<file path="config.mk">
export PLATFORM = sky130hd
export DESIGN_NAME = mc_control_unit
export DESIGN_NICKNAME = d
export VERILOG_FILES = /design/src/rtl/mips_ctrl_pkg.sv /design/src/rtl/alu_op_decoder.sv /design/src/rtl/mc_control_unit.sv
export SDC_FILE = /design/constraint.sdc
export NUM_CORES = 1
export LEC_CHECK = 0
export ABC_CLOCK_PERIOD_IN_PS = 2050
export BUFFER_PORTS_ARGS = -buffer_cell sky130_fd_sc_hd__buf_2
export CORE_ASPECT_RATIO = 1.2
export CORE_UTILIZATION = 25
export DETAILED_ROUTE_END_ITERATION = 7
export SLEW_MARGIN = 40
export SYNTH_ARGS = -nofsm -noshare
export SYNTH_HDL_FRONTEND = slang
export SYNTH_SLANG_ARGS = --single-unit
</file>
<file path="constraint.sdc">
create_clock -name clk -period 2.05 [get_ports clk]
set_clock_uncertainty 0.1 [all_clocks]
set_input_delay 0.1025 -clock clk [delete_from_list [all_inputs] [get_ports clk]]
set_output_delay 0.1025 -clock clk [all_outputs]
set_load 0.1 [all_outputs]
</file>
<file path="src/rtl/mips_ctrl_pkg.sv">
// Shared encodings for the multi-cycle MIPS control unit:
// opcodes, functs, ALU codes, mux selects and FSM states.
package mips_ctrl_pkg;

   localparam logic [5:0] OP_RTYPE = 6'h00;
   localparam logic [5:0] OP_J     = 6'h02;
   localparam logic [5:0] OP_JAL   = 6'h03;
   localparam logic [5:0] OP_BEQ   = 6'h04;
   localparam logic [5:0] OP_ADDI  = 6'h08;
   localparam logic [5:0] OP_SLTI  = 6'h0A;
   localparam logic [5:0] OP_LW    = 6'h23;
   localparam logic [5:0] OP_SW    = 6'h2B;

   localparam logic [5:0] FN_JR  = 6'h08;
   localparam logic [5:0] FN_ADD = 6'h20;
   localparam logic [5:0] FN_SUB = 6'h22;
   localparam logic [5:0] FN_AND = 6'h24;
   localparam logic [5:0] FN_OR  = 6'h25;
   localparam logic [5:0] FN_SLT = 6'h2A;

   localparam logic [2:0] ALU_AND = 3'b000;
   localparam logic [2:0] ALU_OR  = 3'b001;
   localparam logic [2:0] ALU_ADD = 3'b010;
   localparam logic [2:0] ALU_SUB = 3'b110;
   localparam logic [2:0] ALU_SLT = 3'b111;

   localparam logic [1:0] SRCB_B      = 2'b00;
   localparam logic [1:0] SRCB_4      = 2'b01;
   localparam logic [1:0] SRCB_IMM    = 2'b10;
   localparam logic [1:0] SRCB_IMM_SH = 2'b11;

   localparam logic [1:0] PCS_ALU    = 2'b00;
   localparam logic [1:0] PCS_ALUOUT = 2'b01;
   localparam logic [1:0] PCS_JUMP   = 2'b10;
   localparam logic [1:0] PCS_REGA   = 2'b11;

   localparam logic [1:0] RDST_RT = 2'b00;
   localparam logic [1:0] RDST_RD = 2'b01;
   localparam logic [1:0] RDST_RA = 2'b10;

   localparam logic [1:0] M2R_ALUOUT = 2'b00;
   localparam logic [1:0] M2R_MDR    = 2'b01;
   localparam logic [1:0] M2R_PC     = 2'b10;

   typedef enum logic [3:0] {
      S_RESET    = 4'd0,
      S_IF       = 4'd1,
      S_ID       = 4'd2,
      S_MEM_ADDR = 4'd3,
      S_MEM_RD   = 4'd4,
      S_MEM_WB   = 4'd5,
      S_MEM_WR   = 4'd6,
      S_R_EX     = 4'd7,
      S_R_WB     = 4'd8,
      S_I_EX     = 4'd9,
      S_I_WB     = 4'd10,
      S_BEQ      = 4'd11,
      S_J        = 4'd12,
      S_JAL      = 4'd13,
      S_JR       = 4'd14
   } state_t;

   typedef enum logic [2:0] {
      AC_NONE,
      AC_ADD,
      AC_SUB,
      AC_FUNCT,
      AC_IMM
   } alu_class_t;

   function automatic logic is_alu_funct(input logic [5:0] f);
      return (f == FN_ADD) || (f == FN_SUB) || (f == FN_AND) ||
             (f == FN_OR)  || (f == FN_SLT);
   endfunction

endpackage

</file>
<file path="src/rtl/alu_op_decoder.sv">
// Maps an ALU usage class plus opcode/funct to the 3-bit ALU select.
// Only the five legal ALU codes can ever come out.
module alu_op_decoder
   import mips_ctrl_pkg::*;
(
   input  alu_class_t cls_i,
   input  logic [5:0] opcode_i,
   input  logic [5:0] funct_i,
   output logic [2:0] alu_op_o
);

   always_comb begin
      alu_op_o = ALU_AND;
      unique case (cls_i)
         AC_ADD: alu_op_o = ALU_ADD;
         AC_SUB: alu_op_o = ALU_SUB;
         AC_IMM: alu_op_o = (opcode_i == OP_SLTI) ? ALU_SLT : ALU_ADD;
         AC_FUNCT: begin
            unique case (funct_i)
               FN_SUB:  alu_op_o = ALU_SUB;
               FN_AND:  alu_op_o = ALU_AND;
               FN_OR:   alu_op_o = ALU_OR;
               FN_SLT:  alu_op_o = ALU_SLT;
               default: alu_op_o = ALU_ADD;
            endcase
         end
         default: alu_op_o = ALU_AND;
      endcase
   end

endmodule

</file>
<file path="src/rtl/mc_control_unit.sv">
// Multi-cycle MIPS control FSM: fetch/decode/execute/mem/writeback,
// one instruction at a time, outputs decoded from the state register.
module mc_control_unit
   import mips_ctrl_pkg::*;
#(
   parameter bit RESET_TO_FETCH = 1'b1
) (
   input  logic       clk,
   input  logic       rst,
   input  logic       start,
   input  logic [5:0] opcode,
   input  logic [5:0] funct,
   input  logic       zero,
   input  logic       mem_ready,
   output logic [2:0] alu_op,
   output logic       alu_srca,
   output logic [1:0] alu_srcb,
   output logic [1:0] pc_source,
   output logic       pc_en,
   output logic       iord,
   output logic       mem_read,
   output logic       mem_write,
   output logic       ir_write,
   output logic [1:0] reg_dst,
   output logic [1:0] mem_to_reg,
   output logic       reg_write,
   output logic       instr_done,
   output logic       illegal
);

   state_t     state_q, state_d;
   alu_class_t acls;

   alu_op_decoder u_aludec (
      .cls_i    (acls),
      .opcode_i (opcode),
      .funct_i  (funct),
      .alu_op_o (alu_op)
   );

   always_ff @(posedge clk or posedge rst) begin
      if (rst) state_q <= S_RESET;
      else     state_q <= state_d;
   end

   always_comb begin
      state_d    = state_q;
      acls       = AC_NONE;
      alu_srca   = 1'b0;
      alu_srcb   = SRCB_B;
      pc_source  = PCS_ALU;
      pc_en      = 1'b0;
      iord       = 1'b0;
      mem_read   = 1'b0;
      mem_write  = 1'b0;
      ir_write   = 1'b0;
      reg_dst    = RDST_RT;
      mem_to_reg = M2R_ALUOUT;
      reg_write  = 1'b0;
      instr_done = 1'b0;
      illegal    = 1'b0;
      unique case (state_q)
         S_RESET: begin
            if (RESET_TO_FETCH || start) state_d = S_IF;
         end
         S_IF: begin
            mem_read = 1'b1;
            alu_srcb = SRCB_4;
            acls     = AC_ADD;
            if (mem_ready) begin
               ir_write = 1'b1;
               pc_en    = 1'b1;
               state_d  = S_ID;
            end
         end
         S_ID: begin
            // Branch target is speculatively computed into ALUOut here
            alu_srcb = SRCB_IMM_SH;
            acls     = AC_ADD;
            unique case (opcode)
               OP_RTYPE: begin
                  if (funct == FN_JR)           state_d = S_JR;
                  else if (is_alu_funct(funct)) state_d = S_R_EX;
                  else begin
                     illegal    = 1'b1;
                     instr_done = 1'b1;
                     state_d    = S_IF;
                  end
               end
               OP_LW, OP_SW:     state_d = S_MEM_ADDR;
               OP_BEQ:           state_d = S_BEQ;
               OP_ADDI, OP_SLTI: state_d = S_I_EX;
               OP_J:             state_d = S_J;
               OP_JAL:           state_d = S_JAL;
               default: begin
                  illegal    = 1'b1;
                  instr_done = 1'b1;
                  state_d    = S_IF;
               end
            endcase
         end
         S_MEM_ADDR: begin
            alu_srca = 1'b1;
            alu_srcb = SRCB_IMM;
            acls     = AC_ADD;
            state_d  = (opcode == OP_LW) ? S_MEM_RD : S_MEM_WR;
         end
         S_MEM_RD: begin
            iord     = 1'b1;
            mem_read = 1'b1;
            if (mem_ready) state_d = S_MEM_WB;
         end
         S_MEM_WB: begin
            mem_to_reg = M2R_MDR;
            reg_write  = 1'b1;
            instr_done = 1'b1;
            state_d    = S_IF;
         end
         S_MEM_WR: begin
            iord      = 1'b1;
            mem_write = 1'b1;
            if (mem_ready) begin
               instr_done = 1'b1;
               state_d    = S_IF;
            end
         end
         S_R_EX: begin
            alu_srca = 1'b1;
            acls     = AC_FUNCT;
            state_d  = S_R_WB;
         end
         S_R_WB: begin
            reg_dst    = RDST_RD;
            reg_write  = 1'b1;
            instr_done = 1'b1;
            state_d    = S_IF;
         end
         S_I_EX: begin
            alu_srca = 1'b1;
            alu_srcb = SRCB_IMM;
            acls     = AC_IMM;
            state_d  = S_I_WB;
         end
         S_I_WB: begin
            reg_write  = 1'b1;
            instr_done = 1'b1;
            state_d    = S_IF;
         end
         S_BEQ: begin
            alu_srca   = 1'b1;
            acls       = AC_SUB;
            pc_source  = PCS_ALUOUT;
            pc_en      = zero;
            instr_done = 1'b1;
            state_d    = S_IF;
         end
         S_J: begin
            pc_source  = PCS_JUMP;
            pc_en      = 1'b1;
            instr_done = 1'b1;
            state_d    = S_IF;
         end
         S_JAL: begin
            // Link value is the PC+4 already latched during fetch
            reg_dst    = RDST_RA;
            mem_to_reg = M2R_PC;
            reg_write  = 1'b1;
            pc_source  = PCS_JUMP;
            pc_en      = 1'b1;
            instr_done = 1'b1;
            state_d    = S_IF;
         end
         S_JR: begin
            pc_source  = PCS_REGA;
            pc_en      = 1'b1;
            instr_done = 1'b1;
            state_d    = S_IF;
         end
         default: state_d = S_IF;
      endcase
   end

endmodule

</file>
# Yosys cells after proc, flatten, opt, wreduce, memory -nomap -nowiden
# Index checks and enable logic that the tools add are counted.
dict set report word_totals {
  regBits 4
  out_inout_bits 20
}
dict set report op_classes {
  n_reduce_logical 18
  eq_ne 34
  muxes 29
}
# operator n
set op_table {}
lappend op_table {{6-bit == test, second input constant} 7}
lappend op_table {{3-bit one-hot mux with 4 select lines} 3}
lappend op_table {{4-bit == test, second input constant} 7}
lappend op_table {{4-bit one-hot mux with 7 select lines} 1}
lappend op_table {{4-bit one-hot mux with 6 select lines} 1}
lappend op_table {{6-bit by 4-bit == test with 1-bit output, second input constant} 3}
lappend op_table {{4-bit by 3-bit == test with 1-bit output, second input constant} 4}
lappend op_table {{4-bit two-way mux} 4}
lappend op_table {{7-bit OR reduction} 2}
lappend op_table {{6-bit by 2-bit == test with 1-bit output, second input constant} 2}
lappend op_table {{2-bit one-hot mux with 3 select lines} 2}
lappend op_table {{2-bit OR reduction} 6}
lappend op_table {{1-bit two-way mux} 10}
lappend op_table {{4-bit by 2-bit == test with 1-bit output, second input constant} 2}
lappend op_table {{2-bit one-hot mux with 2 select lines} 2}
lappend op_table {{4-bit OR reduction} 2}
lappend op_table {{3-bit by 2-bit == test with 1-bit output, second input constant} 2}
lappend op_table {{6-bit by 3-bit == test with 1-bit output, second input constant} 1}
lappend op_table {{6-bit logical NOT} 1}
lappend op_table {{3-bit two-way mux} 2}
lappend op_table {{2-bit inequality test, second input constant} 3}
lappend op_table {{1-bit one-hot mux with 3 select lines} 2}
lappend op_table {{3-bit OR reduction} 2}
lappend op_table {{4-bit by 1-bit == test with 1-bit output, second input constant} 1}
lappend op_table {{6 further kinds} 9}

# Longest topological paths before layout
dict set report depth {
  ltp_word 9
  depth_mapped 6
  mapped_depth_nobuf 5
}

# Modules after synthesis
# From an unflattened synthesis, not the netlist that was laid out.
dict set report hier_totals {
  cells_unflattened 126
  hier_area_um2 854.6
}
# mod cells_per_inst instances area_each_um2 seq_area_each_um2
set modules_own_cells {}
lappend modules_own_cells {mc_control_unit 110 1 737.0 100.1}
lappend modules_own_cells {alu_op_decoder 16 1 117.6 0.0}

# Worst setup path after synthesis
# No wires, ideal clock.
dict set report synth_path {
  path_type {reg-to-output}
  from {register state_q[0]}
  to {output alu_op[0]}
  path_stages_with_launch 4
  t_required_ns 1.847
  arrival_time_ns 3.958
  setup_slack_ns -2.110
  path_cell_list {dfrtp_1 clkbuf_1 nand2_1 o41ai_1}
}
dict set report synth_via {
  elab_chain_cells 5
  word_cells_on_any_way 13
  classes_between {10 x eq/ne; 2 x mux; 1 x reduce/logical}
}
# element line_no
set synth_rtl {}
lappend synth_rtl {{start: declaration} mc_control_unit.sv:31} ;# state_t state_q, state_d;
lappend synth_rtl {{start signal: assignment} mc_control_unit.sv:43} ;# else state_q <= state_d;
lappend synth_rtl {{4-bit by 2-bit == test with 1-bit output / 4-bit by 1-bit == test with 1-bit output (equally long branches)} mc_control_unit.sv:62} ;# unique case (state_q)
lappend synth_rtl {{3-bit OR reduction (no line)} n/a}
lappend synth_rtl {{3-bit one-hot mux with 4 select lines *} mc_control_unit.sv:62}
lappend synth_rtl {{3-bit by 2-bit == test with 1-bit output, or another cell as far along} alu_op_decoder.sv:14} ;# unique case (cls_i)
lappend synth_rtl {{3-bit one-hot mux with 4 select lines *} alu_op_decoder.sv:14}
lappend synth_rtl {{end: declaration} mc_control_unit.sv:15} ;# output logic [2:0] alu_op,
# Every way passes the cells marked *; elsewhere a longest branch is shown, timed or not.

# Final worst setup path
dict set report layout_path {
  from {input opcode[3]}
  to {output instr_done}
}
dict set report layout_via {
  elab_chain_cells 4
  word_cells_on_any_way 11
  classes_between {7 x eq/ne; 2 x mux; 2 x reduce/logical}
}
# element line_no
set layout_rtl {}
lappend layout_rtl {{start: declaration} mc_control_unit.sv:11} ;# input logic [5:0] opcode,
lappend layout_rtl {{6-bit == test, or another cell as far along} mc_control_unit.sv:80} ;# unique case (opcode)
lappend layout_rtl {{7-bit OR reduction (no line)} n/a}
lappend layout_rtl {{1-bit one-hot mux with 2 select lines *} mc_control_unit.sv:80}
lappend layout_rtl {{1-bit one-hot mux with 3 select lines *} mc_control_unit.sv:62}
lappend layout_rtl {{end: declaration} mc_control_unit.sv:27} ;# output logic instr_done,
# Marks and branches as above.

==> run metrics <==
status finished clean; Reg power frac 0.072; FF+latch area 103 um^2; vias 1143; core region area 0.00314 mm^2; Leak 0.672 nW; WL final 2780 um; Clk pwr share 0.038; Clock Latency Late Sink 0.24 ns; Internal 983 uW; GPL Wtd Cong 0.924; Seq/Total Area, Yosys 0.118; mapped cell area 848 um^2; Area contributors post-synth dfrtp_1 12%, nor2_1 8.0%, nand2_1 4.4%; syn avg cell area 6.68 um^2; CTS tree yes; Final Hold Violating Endpoints 0; Layout Nets 192; number of flip-flops under the largest register name 4; Syn Nets 144; CP Max Fanout 6; share of cells above drive strength 1 0.457; Worst Tran Pin Value 0.489 ns; number of clock sinks 4; first-pass GRT wire length 4610 um; root buffer cell clkbuf_4; Synth warnings 0; Initial Utilization 0.270; Clock transition at path regs 0.04 ns; Area Growth Syn to Fin 81.6%; power density cells 1700 mW/mm^2; Arr. time, crit path 1.80 ns; final setup fails 0; Final Cycle Share 0.979; Top Ports 37; Top Registers state_q (4); initial antenna violation count 0; end-of-flow core utilization 0.491; Iter 0 DRT Violations 44; worst min-delay path class input pin to register; Cell Rows 22; drt wl/cell 13.3 um; Critical Path Source Type input pin; Layout Cells excl Fill 209; worst hold path stage count 4; I/O Buffers 35; post-synth top area cell dfrtp_1; ANT cells 0; FMAX 498 MHz; fraction of registers with async set/reset 1.00; footprint of the multi-input gates 796 um^2; first-pass detailed-route iteration total 4; Crit Path Class input pin to output pin; DRT antenna net count 0; Comb power frac 0.890; switching pwr 1.64 mW; vias in the first global route 1095; CP Data Required Time 1.85 ns; Chip Height 65.8 um; Slew HR 0.676; CTS buffer count 3; Die Wd 55.2 um; Syn Inst Count 127; min Tclk post-route 2.01 ns; clk buf depth 2; Yosys cell types 48; pin count of the biggest net entering global routing 13; Crit. End Element output pin; Slew Limit Fails 0; most frequent cells in the layout 18 x buf_2, 18 x buf_4, 16 x buf_12; switch share 0.625; H-tree depth 1; GRT Total Usage 0.169; ys flop type dfrtp_1; proportion of netlist area held by the largest area contributor 0.118; FF-to-FF path depth 5; die area 0.00363 mm^2; worst ir drop on vdd 1.21 mV; placed cells 205; Yosys reg bits 4; gr ovfl total 0; Vias/cell 5.47; DP Wirelength 2280 um; RSZ-0062 raised after global routing false; drt drc 0; number of synthesized flops with an enable pin 0; FILL cells 326; max-cap violation count 0; Reg with most FFs state_q
==> area by class of cell <==
type / count / area share
clock buffers: 3 / 0.0146
inverters: 5 / 0.0122
multi-input cells: 108 / 0.517
flip-flops and latches: 4 / 0.0666
well taps: 36 / 0.0292
repair buffers: 53 / 0.361
==> repair_timing <==
action                                  CTS  global route
setup buffers                             0             0
hold endpoints to repair                  4             0
gates resized for setup                   1             2
hold buffers                              1             0
endpoints found under the setup margin    1             2
pin swaps                                 0             0
==> cell usage after synthesis, types with 3 or more instances <==
master    number
nor2_1        18
nand2_1       10
a21oi_1        7
nor3_1         7
clkbuf_1       6
nand2b_1       6
nor2b_1        6
o21ai_0        6
inv_1          5
dfrtp_1        4
a211oi_1       3
nand4_1        3
nor3b_1        3
o21a_1         3
==> worst max-delay path: stages <==
cell and delay (ns):
buf_2 0.10, buf_4 0.15, nor4_2 0.38, o211ai_1 0.21, nor3_4 0.22, nor3b_4 0.08, a221o_4 0.32, buf_4 0.23
==> layer usage <==
layer,global-route usage,share of wire
met2,0.315,0.55
met1,0.196,0.39
met4,0.0563,0.0079
met3,0.00690,0.047
met5,0,0
==> power by group through the flow <==
stage | registers (mW) | logic [mW] | clock network, mW
2_1_floorplan | 0.139 | 1.60 | 0
3_3_place_gp | 0.184 | 2.31 | 0
3_5_place_dp | 0.185 | 2.33 | 0
4_1_cts | 0.185 | 2.34 | 0.102
5_1_grt | 0.199 | 2.42 | 0.108
6_report | 0.189 | 2.33 | 0.101
==> worst paths after layout <==
path | from | endpoint | slack (ns)
worst max-delay path | opcode[3] | instr_done | 0.04
worst min-delay path | opcode[4] | state_q[1] | 0.16
worst max register to register | state_q[2] | state_q[0] | 0.45
worst min register to register | state_q[1] | state_q[1] | 0.49
max in group asynchronous | rst | state_q[3] | 1.51
min in group asynchronous | rst | state_q[1] | 0.18
==> logic make-up (layout without fill, tap and decap cells) <==
| logic type | count (synthesis) | count (layout) | synth area share |
|---|---|---|---|
| buf+inv | 15 | 61 | 0.0841 |
| flops | 4 | 4 | 0.118 |
| mux | 1 | 1 | 0.0118 |
| compound gates | 40 | 40 | 0.332 |
| simple gates | 67 | 67 | 0.454 |
==> metrics by stage <==
| step | TNS, ns | power, mW | setup WS (ns) | instance area, um^2 | hold slack [ns] |
|---|---|---|---|---|---|
| 2_1_floorplan | -0.876 | 1.74 | -0.290 | 971 | -0.231 |
| 3_3_place_gp | 0 | 2.49 | 0.0181 | 1500 | -0.121 |
| 3_5_place_dp | -0.0286 | 2.51 | -0.0286 | 1500 | -0.112 |
| 4_1_cts | 0 | 2.63 | 0.0113 | 1540 | 0.157 |
| 5_1_grt | 0 | 2.73 | 0.00103 | 1540 | 0.198 |
| 6_report | 0 | 2.62 | 0.0432 | 1540 | 0.160 |
No activity file was read; power rests on OpenSTA's default activity.
